===== config.mk =====
export PLATFORM = sky130hd
export DESIGN_NAME = multicycle_control_flat
export DESIGN_NICKNAME = d
export VERILOG_FILES = /design/src/rtl/multicycle_control_if.sv /design/src/rtl/multicycle_control.sv /design/src/flat_wrapper.sv
export SDC_FILE = /design/constraint.sdc
export NUM_CORES = 1
export LEC_CHECK = 0
export CORE_MARGIN = 4
export CORE_UTILIZATION = 52
export DETAILED_ROUTE_END_ITERATION = 10
export PLACE_DENSITY = 0.86
export REMOVE_ABC_BUFFERS = 1
export SLEW_MARGIN = 20
export SYNTH_ARGS = -nofsm -noshare
export SYNTH_HDL_FRONTEND = slang
export SYNTH_SLANG_ARGS = --single-unit

===== constraint.sdc =====
create_clock -name clk -period 3.3 [get_ports clk]
set_clock_uncertainty 0.2 [all_clocks]
set_input_delay 0.66 -clock clk [delete_from_list [all_inputs] [get_ports clk]]
set_output_delay 0.66 -clock clk [all_outputs]
set_load 0.02 [all_outputs]

===== src/rtl/multicycle_control_if.sv =====
// Control bundle between the multicycle controller and its datapath.
// The controller takes the master side; the datapath or bench takes slave.
interface multicycle_control_if;
  logic [2:0]  opcode;
  logic        mem_ready;
  logic        pc_write;
  logic        ir_write;
  logic        mem_read;
  logic        mem_write;
  logic        i_or_d;
  logic [1:0]  reg_dst;
  logic [1:0]  mem_to_reg;
  logic [1:0]  alu_op;
  logic        jump;
  logic        branch;
  logic        alu_src;
  logic        reg_write;
  logic        sign_or_zero;
  logic        instr_done;
  logic [15:0] retired;
  logic        halted;
  logic [1:0]  err_code;
  logic [2:0]  state;

  modport master (
    input  opcode, mem_ready,
    output pc_write, ir_write, mem_read, mem_write, i_or_d,
           reg_dst, mem_to_reg, alu_op, jump, branch, alu_src, reg_write,
           sign_or_zero, instr_done, retired, halted, err_code, state
  );

  modport slave (
    output opcode, mem_ready,
    input  pc_write, ir_write, mem_read, mem_write, i_or_d,
           reg_dst, mem_to_reg, alu_op, jump, branch, alu_src, reg_write,
           sign_or_zero, instr_done, retired, halted, err_code, state
  );
endinterface


===== src/rtl/multicycle_control.sv =====
// Multicycle CPU control FSM with memory wait timeout and retire counter.
//   state  | meaning
//   FETCH  | read instruction, wait for mem_ready, write IR and PC+1
//   DECODE | latch opcode; j completes here
//   EXEC   | ALU operation for the latched op
//   MEM    | data access for lw/sw, wait for mem_ready
//   WB     | register write-back, retire
//   ERR    | halted on timeout or illegal opcode until reset
module multicycle_control #(
  parameter int MEM_TIMEOUT = 15,
  parameter int CNT_W       = 4
) (
  input  logic                 clk,
  input  logic                 reset,
  multicycle_control_if.master bus
);

  typedef enum logic [2:0] {
    S_FETCH  = 3'd0,
    S_DECODE = 3'd1,
    S_EXEC   = 3'd2,
    S_MEM    = 3'd3,
    S_WB     = 3'd4,
    S_ERR    = 3'd7
  } state_t;

  localparam logic [2:0] OP_ADD  = 3'b000;
  localparam logic [2:0] OP_SLI  = 3'b001;
  localparam logic [2:0] OP_J    = 3'b010;
  localparam logic [2:0] OP_JAL  = 3'b011;
  localparam logic [2:0] OP_LW   = 3'b100;
  localparam logic [2:0] OP_SW   = 3'b101;
  localparam logic [2:0] OP_ILL  = 3'b110;
  localparam logic [2:0] OP_ADDI = 3'b111;

  localparam logic [1:0] ERR_TIMEOUT = 2'b01;
  localparam logic [1:0] ERR_ILLEGAL = 2'b10;

  state_t           state_q, state_nxt;
  logic [2:0]       op_q;
  logic [CNT_W-1:0] cnt_q;
  logic [15:0]      retired_q;
  logic [1:0]       err_q, err_nxt;
  logic             timeout;
  logic [6:0]       fld;

  logic       pc_write, ir_write, mem_read, mem_write, i_or_d;
  logic [1:0] reg_dst, mem_to_reg, alu_op, err_code;
  logic       jump, alu_src, reg_write, sign_or_zero, instr_done, halted;
  logic [15:0] retired;
  logic [2:0] dbg_state;

  // {reg_dst, mem_to_reg, alu_op, alu_src}
  function automatic logic [6:0] op_fields(input logic [2:0] op);
    case (op)
      OP_ADD:  op_fields = 7'b01_00_00_0;
      OP_SLI:  op_fields = 7'b00_00_10_1;
      OP_ADDI: op_fields = 7'b00_00_00_1;
      OP_LW:   op_fields = 7'b00_01_11_1;
      OP_SW:   op_fields = 7'b00_00_11_1;
      OP_JAL:  op_fields = 7'b10_10_00_0;
      default: op_fields = 7'b00_00_00_0;
    endcase
  endfunction

  assign fld     = op_fields(op_q);
  assign timeout = (cnt_q == CNT_W'(MEM_TIMEOUT - 1)) && !bus.mem_ready;

  always_comb begin
    state_nxt = state_q;
    err_nxt   = err_q;
    case (state_q)
      S_FETCH: begin
        if (bus.mem_ready) begin
          state_nxt = S_DECODE;
        end else if (timeout) begin
          state_nxt = S_ERR;
          err_nxt   = ERR_TIMEOUT;
        end
      end
      S_DECODE: begin
        case (bus.opcode)
          OP_J:    state_nxt = S_FETCH;
          OP_JAL:  state_nxt = S_WB;
          OP_ILL: begin
            state_nxt = S_ERR;
            err_nxt   = ERR_ILLEGAL;
          end
          default: state_nxt = S_EXEC;
        endcase
      end
      S_EXEC:  state_nxt = ((op_q == OP_LW) || (op_q == OP_SW)) ? S_MEM : S_WB;
      S_MEM: begin
        if (bus.mem_ready) begin
          state_nxt = (op_q == OP_LW) ? S_WB : S_FETCH;
        end else if (timeout) begin
          state_nxt = S_ERR;
          err_nxt   = ERR_TIMEOUT;
        end
      end
      S_WB:    state_nxt = S_FETCH;
      S_ERR:   state_nxt = S_ERR;
      default: state_nxt = S_FETCH;
    endcase
  end

  always_ff @(posedge clk) begin
    if (reset) begin
      state_q   <= S_FETCH;
      op_q      <= 3'b000;
      cnt_q     <= '0;
      retired_q <= 16'd0;
      err_q     <= 2'b00;
    end else begin
      state_q <= state_nxt;
      err_q   <= err_nxt;
      if (state_q == S_DECODE) op_q <= bus.opcode;
      // any state change clears the counter, so it starts at 0 on FETCH/MEM entry
      if (state_nxt != state_q) begin
        cnt_q <= '0;
      end else if (((state_q == S_FETCH) || (state_q == S_MEM)) && !bus.mem_ready) begin
        cnt_q <= cnt_q + CNT_W'(1);
      end
      if (instr_done) retired_q <= retired_q + 16'd1;
    end
  end

  always_comb begin
    pc_write     = 1'b0;
    ir_write     = 1'b0;
    mem_read     = 1'b0;
    mem_write    = 1'b0;
    i_or_d       = 1'b0;
    reg_dst      = 2'b00;
    mem_to_reg   = 2'b00;
    alu_op       = 2'b00;
    jump         = 1'b0;
    alu_src      = 1'b0;
    reg_write    = 1'b0;
    sign_or_zero = 1'b1;
    instr_done   = 1'b0;
    halted       = 1'b0;
    err_code     = 2'b00;
    retired      = 16'd0;
    dbg_state    = 3'd0;
    if (!reset) begin
      dbg_state = state_q;
      retired   = retired_q;
      err_code  = err_q;
      halted    = (state_q == S_ERR);
      case (state_q)
        S_FETCH: begin
          mem_read = 1'b1;
          ir_write = bus.mem_ready;
          pc_write = bus.mem_ready;
        end
        S_DECODE: begin
          if (bus.opcode == OP_J) begin
            jump       = 1'b1;
            pc_write   = 1'b1;
            instr_done = 1'b1;
          end
        end
        S_EXEC: begin
          alu_op  = fld[2:1];
          alu_src = fld[0];
        end
        S_MEM: begin
          i_or_d     = 1'b1;
          alu_op     = 2'b11;
          mem_read   = (op_q == OP_LW);
          mem_write  = (op_q == OP_SW);
          instr_done = (op_q == OP_SW) && bus.mem_ready;
        end
        S_WB: begin
          reg_write  = 1'b1;
          instr_done = 1'b1;
          reg_dst    = fld[6:5];
          mem_to_reg = fld[4:3];
          jump       = (op_q == OP_JAL);
          pc_write   = (op_q == OP_JAL);
        end
        default: ;
      endcase
    end
  end

  assign bus.pc_write     = pc_write;
  assign bus.ir_write     = ir_write;
  assign bus.mem_read     = mem_read;
  assign bus.mem_write    = mem_write;
  assign bus.i_or_d       = i_or_d;
  assign bus.reg_dst      = reg_dst;
  assign bus.mem_to_reg   = mem_to_reg;
  assign bus.alu_op       = alu_op;
  assign bus.jump         = jump;
  assign bus.branch       = 1'b0;
  assign bus.alu_src      = alu_src;
  assign bus.reg_write    = reg_write;
  assign bus.sign_or_zero = sign_or_zero;
  assign bus.instr_done   = instr_done;
  assign bus.retired      = retired;
  assign bus.halted       = halted;
  assign bus.err_code     = err_code;
  assign bus.state        = dbg_state;

endmodule


===== src/flat_wrapper.sv =====
// flat-port wrapper written by rule: the top's interface ports become plain ports
module multicycle_control_flat 
#(
  parameter int MEM_TIMEOUT = 15,
  parameter int CNT_W       = 4
)
  (clk, reset, bus_opcode, bus_mem_ready, bus_pc_write, bus_ir_write, bus_mem_read, bus_mem_write, bus_i_or_d, bus_reg_dst, bus_mem_to_reg, bus_alu_op, bus_jump, bus_branch, bus_alu_src, bus_reg_write, bus_sign_or_zero, bus_instr_done, bus_retired, bus_halted, bus_err_code, bus_state);
  multicycle_control_if bus_i ();
  input  logic clk;
  input  logic reset;
  input wire logic [$bits(bus_i.opcode)-1:0] bus_opcode;
  input wire logic [$bits(bus_i.mem_ready)-1:0] bus_mem_ready;
  output wire logic [$bits(bus_i.pc_write)-1:0] bus_pc_write;
  output wire logic [$bits(bus_i.ir_write)-1:0] bus_ir_write;
  output wire logic [$bits(bus_i.mem_read)-1:0] bus_mem_read;
  output wire logic [$bits(bus_i.mem_write)-1:0] bus_mem_write;
  output wire logic [$bits(bus_i.i_or_d)-1:0] bus_i_or_d;
  output wire logic [$bits(bus_i.reg_dst)-1:0] bus_reg_dst;
  output wire logic [$bits(bus_i.mem_to_reg)-1:0] bus_mem_to_reg;
  output wire logic [$bits(bus_i.alu_op)-1:0] bus_alu_op;
  output wire logic [$bits(bus_i.jump)-1:0] bus_jump;
  output wire logic [$bits(bus_i.branch)-1:0] bus_branch;
  output wire logic [$bits(bus_i.alu_src)-1:0] bus_alu_src;
  output wire logic [$bits(bus_i.reg_write)-1:0] bus_reg_write;
  output wire logic [$bits(bus_i.sign_or_zero)-1:0] bus_sign_or_zero;
  output wire logic [$bits(bus_i.instr_done)-1:0] bus_instr_done;
  output wire logic [$bits(bus_i.retired)-1:0] bus_retired;
  output wire logic [$bits(bus_i.halted)-1:0] bus_halted;
  output wire logic [$bits(bus_i.err_code)-1:0] bus_err_code;
  output wire logic [$bits(bus_i.state)-1:0] bus_state;
  assign bus_i.opcode = bus_opcode;
  assign bus_i.mem_ready = bus_mem_ready;
  assign bus_pc_write = bus_i.pc_write;
  assign bus_ir_write = bus_i.ir_write;
  assign bus_mem_read = bus_i.mem_read;
  assign bus_mem_write = bus_i.mem_write;
  assign bus_i_or_d = bus_i.i_or_d;
  assign bus_reg_dst = bus_i.reg_dst;
  assign bus_mem_to_reg = bus_i.mem_to_reg;
  assign bus_alu_op = bus_i.alu_op;
  assign bus_jump = bus_i.jump;
  assign bus_branch = bus_i.branch;
  assign bus_alu_src = bus_i.alu_src;
  assign bus_reg_write = bus_i.reg_write;
  assign bus_sign_or_zero = bus_i.sign_or_zero;
  assign bus_instr_done = bus_i.instr_done;
  assign bus_retired = bus_i.retired;
  assign bus_halted = bus_i.halted;
  assign bus_err_code = bus_i.err_code;
  assign bus_state = bus_i.state;
  multicycle_control #(.MEM_TIMEOUT(MEM_TIMEOUT), .CNT_W(CNT_W)) u_core (.clk(clk), .reset(reset), .bus(bus_i));
endmodule

* Yosys cells after proc, flatten, opt, wreduce, memory -nomap -nowiden
Cells that the tools add are included. W data, S select, Z words.
Word-level totals: output and inout bits 39, ROM bits 0, memory bits (writable) 0, register bits after elaboration 28, input bits 6, bits in latches 0, memories 0, word-level logic and storage cells 78
Cells by class: equality and inequality tests 18, shift operators 0, muxes and demuxes 41, divide/modulo/power cells 0, multiply operators 0, bitwise gates (word level) 0, reductions and logical operators 12, $add $sub $neg 2, $lt $le $gt $ge 0
Operators with widths (count):
- $pmux W7 S6 | 1
- $eq A3 B3 Y1 const B | 6
- $mux W2 | 9
- $mux W3 | 6
- $add A16 B1 Y16 const B | 1
- $mux W1 | 16
- $mux W16 | 1
- $eq A3 B2 Y1 const B | 5
- $pmux W3 S5 | 1
- $pmux W3 S3 | 1
- $pmux W2 S2 | 2
- $eq A3 B1 Y1 const B | 2
- $logic_not A3 Y1 | 2
- $pmux W1 S3 | 2
- $add A4 B1 Y4 const B | 1
- $eq A4 B4 Y1 const B | 1
- $ne A2 B2 Y1 const B | 2
- $pmux W1 S2 | 2
- $reduce_and A4 Y1 | 1
- $reduce_or A2 Y1 | 2
- $logic_and A1 B1 Y1 | 3
- $ne A3 B3 Y1 | 1
- $logic_or A1 B1 Y1 | 2
- $ne A2 B1 Y1 const B | 1
- other kinds (2) | 2

* Depth between registers and ports, before layout
depth in word-level cells 7, gate-level depth with buffers 7

* Worst setup path after synthesis
OpenSTA, ideal clock, no wires.
path type in2out, from in reset, to out bus_pc_write, stages 6, arrival time 1.979 ns, buffers on the path 0, slack 0.461 ns, cells stage by stage nor2_1 > nand2_1 > inv_1 > nand4b_1 > o21ai_0 > or2_2
On the way: cells in the longest elaborated chain, start to end 1
RTL lines:
- from (decl) | line flat_wrapper.sv:10 | input logic reset;
- $mux W1 | line multicycle_control.sv:146 | if (!reset) begin
- to (decl) | line flat_wrapper.sv:13 | output wire logic [$bits(bus_i.pc_write)-1:0] bus_pc_write;
No other way between the ends.

* Worst setup path in the final report
from in bus_mem_ready, to out bus_ir_write
On the way: cells in the longest elaborated chain, start to end 2
RTL lines:
- from (decl) | line flat_wrapper.sv:12 | input wire logic [$bits(bus_i.mem_ready)-1:0] bus_mem_ready;
- $mux W1 | line multicycle_control.sv:151 | case (state_q)
- $mux W1 | line multicycle_control.sv:146
- to (decl) | line flat_wrapper.sv:14 | output wire logic [$bits(bus_i.ir_write)-1:0] bus_ir_write;
No other way between the ends.

==> impl_metrics.py <==
metrics = {
    "routing": {
        "wirelength_um": 4230,
        "ant_nets": 0,
        "drc": 0,
        "drt_iter0_drc": 85,
        "drt_pass1_iterations": 4,
        "vias": 1732,
        "wire_per_inst_um": 13.3,
        "vias_per_cell": 5.43,
    },
    "power_and_ir_drop": {
        "p_leak_nw": 1.05,
        "ir_drop_v": 0.000270,
        "intPower_w": 0.000522,
        "combPwrFrac_pct": 16.7,
        "power_density_nw_per_um2": 304,
        "switching_share_pct": 26.8,
        "p_seq_share_pct": 50.6,
        "power.net_switching_w": 0.000191,
        "power_frac_clock_pct": 32.6,
    },
    "setup_path": {
        "start_kind": "primary input",
        "r2r_cells": 5,
        "crit_required_ns": 2.44,
        "worst-path-max-fanout": 3,
        "slowest_stage": "clkdlybuf4s50_1",
        "slowest_delay_ns": 0.63,
        "critPathKind": "in2out",
        "end_kind": "primary output",
        "worst-endpoint-arrival_ns": 2.36,
        "worstReg2RegStart": "u_core.state_q[1]",
        "worst_r2r_endpoint": "u_core.cnt_q[2]",
        "crit_path_frequent_cell": "clkdlybuf4s50_1",
        "r2r_slack_ns": 1.04,
        "cp.buffers_inverters": 2,
        "cp_top_family": "buffers and inverters",
        "path_cells": "clkdlybuf4s50_1 > nand2b_1 > or3_1 > nor2_1 > clkdlybuf4s50_1",
    },
    "floorplanning": {
        "die_area_um2": 4340,
        "die_w_um": 65.9,
        "start_util_pct": 55.7,
        "die_y_um": 65.9,
        "ios": 45,
        "num_rows": 20,
        "core_area_um2": 3130,
    },
    "sta": {
        "hold_viol": 0,
        "slew_headroom_pct": 66.1,
        "setup_viol": 0,
        "layout_setup_ws_ns": 0.0814,
        "clock.fmax_mhz": 311,
        "tightest_slew_ns": 0.505,
        "rsz0062_at_grt": "false",
        "drv_slew": 0,
        "min_period_over_period_pct": 97.5,
        "layout_min_cycle_time_ns": 3.22,
        "holdWs_ns": 0.293,
    },
    "clocking": {
        "cts-buffers-inserted": 3,
        "clkSinkCount": 28,
        "clockBufferDepth": 2,
        "htreeDepth": 1,
        "post-cts-setup-buffers": 0,
        "clk_pin_slew_ns": 0.15,
        "clkLatencyLatePin_ns": 0.35,
        "cts_tree": "built",
        "ctsRootBufferMaster": "clkbuf_4",
    },
    "finish": {
        "most-common-layout-cells": "29 x clkdlybuf4s50_1, 27 x dfxtp_1, 25 x nor2_1",
        "antenna_cells": 0,
        "nFillCells": 253,
        "drive_gt1_share_pct": 11.3,
        "mostFrequentLayoutCell": "clkdlybuf4s50_1",
        "area_growth_pct": 34.6,
        "post-route-cell-area_um2": 2350,
        "finalNetCount": 285,
    },
    "yosys": {
        "avgSynthCellArea_um2": 7.71,
        "synthCells": 226,
        "syn_area_um2": 1740,
        "yosysSeqAreaShare_pct": 32.2,
        "synth_async_sr_flop_share_pct": 0,
        "synth-edff-count": 0,
        "synth_ff_type": "dfxtp_1",
        "ys_types": 44,
        "yosysWarnings": 0,
        "ys_ff_latch": 28,
    },
    "global_route": {
        "grt_pass1_vias": 1622,
        "grt_pass1_wl_um": 7070,
        "antenna_found_initial": 0,
        "grt_max_degree": 37,
        "grt_usage_pct": 20.3,
        "grt-ovfl-total": 0,
    },
    "place": {
        "dp_hpwl_um": 3130,
        "io_buffers": 42,
        "dpl_cell_area_um2": 2280,
        "gp_congestion": 0.870,
        "place_ws_ns": -0.131,
    },
    "run_status": {
        "status": "complete, no violations",
    },
    "worst_hold_path": {
        "min_path_cells": 2,
        "hp-start": "u_core.retired_q[15]",
        "hold_path_class": "reg2reg",
        "worstHoldEndpoint": "u_core.retired_q[15]",
    },
    "job": {
        "drv_cap": 0,
    },
}
[flip-flops by register name (all words and copies together) (netlist names)]
register / flops
u_core.cnt_q: 4
u_core.err_q: 2
u_core.retired_q: 16
u_core.op_q: 3
u_core.state_q: 3
[routing by layer]
| metal | track usage [%] | vias up | share of wire, % |
|---|---|---|---|
| met3 | 4.59 | 7 | 5.3 |
| met1 | 24.0 | 789 | 44 |
| li1 | - | 887 | - |
| met2 | 35.0 | 49 | 50 |
| met5 | 0 | - | 0 |
| met4 | 8.55 | 0 | 1.4 |
[stage by stage]
step | instances | setup TNS, ns | utilization (%) | power, W
floorplan | 210 | 0 | - | 0.000429
global placement | 315 | -0.292 | 72.8 | 0.000484
detailed placement | 315 | -0.369 | 72.8 | 0.000487
CTS | 319 | 0 | 74.3 | 0.000717
global route | 319 | 0 | 75.0 | 0.000741
finish | 319 | 0 | 75.0 | 0.000713
[power by group through the flow]
stage                     Combinational, W  Clock (W)  Sequential (W)
final                             0.000119   0.000233        0.000361
after global routing              0.000132   0.000246        0.000363
after CTS                         0.000120   0.000238        0.000360
after detailed placement          0.000120          0        0.000367
after global placement            0.000118          0        0.000366
after floorplan                  0.0000624          0        0.000366
[kinds of logic (layout without fill, tap and decap cells)]
group | count (synthesis) | count (layout) | share of synthesized area [%]
DFF | 28 | 28 | 32.2
buffers and inverters | 23 | 72 | 6.25
and+or+nand+nor | 121 | 121 | 39.3
AOI/OAI and AO/OA | 37 | 37 | 13.5
muxes | 3 | 3 | 1.72
xor gates and xnor gates | 9 | 9 | 4.52
adders and majority gates | 3 | 3 | 2.15
other | 2 | 2 | 0.431
[what timing repair did]
item / 4_1_cts / 5_1_grt
pin swaps: 0 / 0
endpoints found under the setup margin: 5 / 11
gates resized for setup: 5 / 10
hold buffers: 0 / 0
[synth_stat cells, types with 6 or more instances]
cell | n | area share, %
nor2_1 | 25 | 5.4
or4_1 | 7 | 3.0
inv_1 | 7 | 1.5
o21ai_0 | 16 | 4.6
nor3_1 | 6 | 1.7
dfxtp_1 | 28 | 32
nand3_1 | 8 | 2.3
clkbuf_1 | 7 | 1.5
xor2_1 | 8 | 4.0
nand2_1 | 21 | 4.5
a21oi_1 | 8 | 2.3
nor2b_1 | 20 | 7.2
[worst max path at each step]
stage | start | to | depth (start not counted)
after floorplan | u_core.state_q[2] | bus_pc_write | 7
after global placement | bus_opcode[0] | bus_pc_write | 6
after detailed placement | bus_opcode[0] | bus_pc_write | 6
after CTS | reset | bus_alu_op[0] | 6
after global routing | bus_mem_ready | bus_ir_write | 5
final | bus_mem_ready | bus_ir_write | 5
[area by class of cell]
| class | instances | area (µm²) | share of cell area [%] |
|---|---|---|---|
| clock buffers | 3 | 22.5 | 0.960 |
| clock inverters | 1 | 30.0 | 1.28 |
| inverters | 7 | 26.3 | 1.12 |
| multi-input cells | 175 | 1070 | 45.8 |
| flip-flops and latches | 28 | 562 | 23.9 |
| well taps | 44 | 55.1 | 2.35 |
| repair buffers | 61 | 577 | 24.6 |
[tightest hold or removal path: cells and delay by family (launching register included)]
family / cells / cell delay [ns]
flip-flops: 1 / 0.35
AO/OA/AOI/OAI: 2 / 0.13
Power figures use the tool's default switching activity.
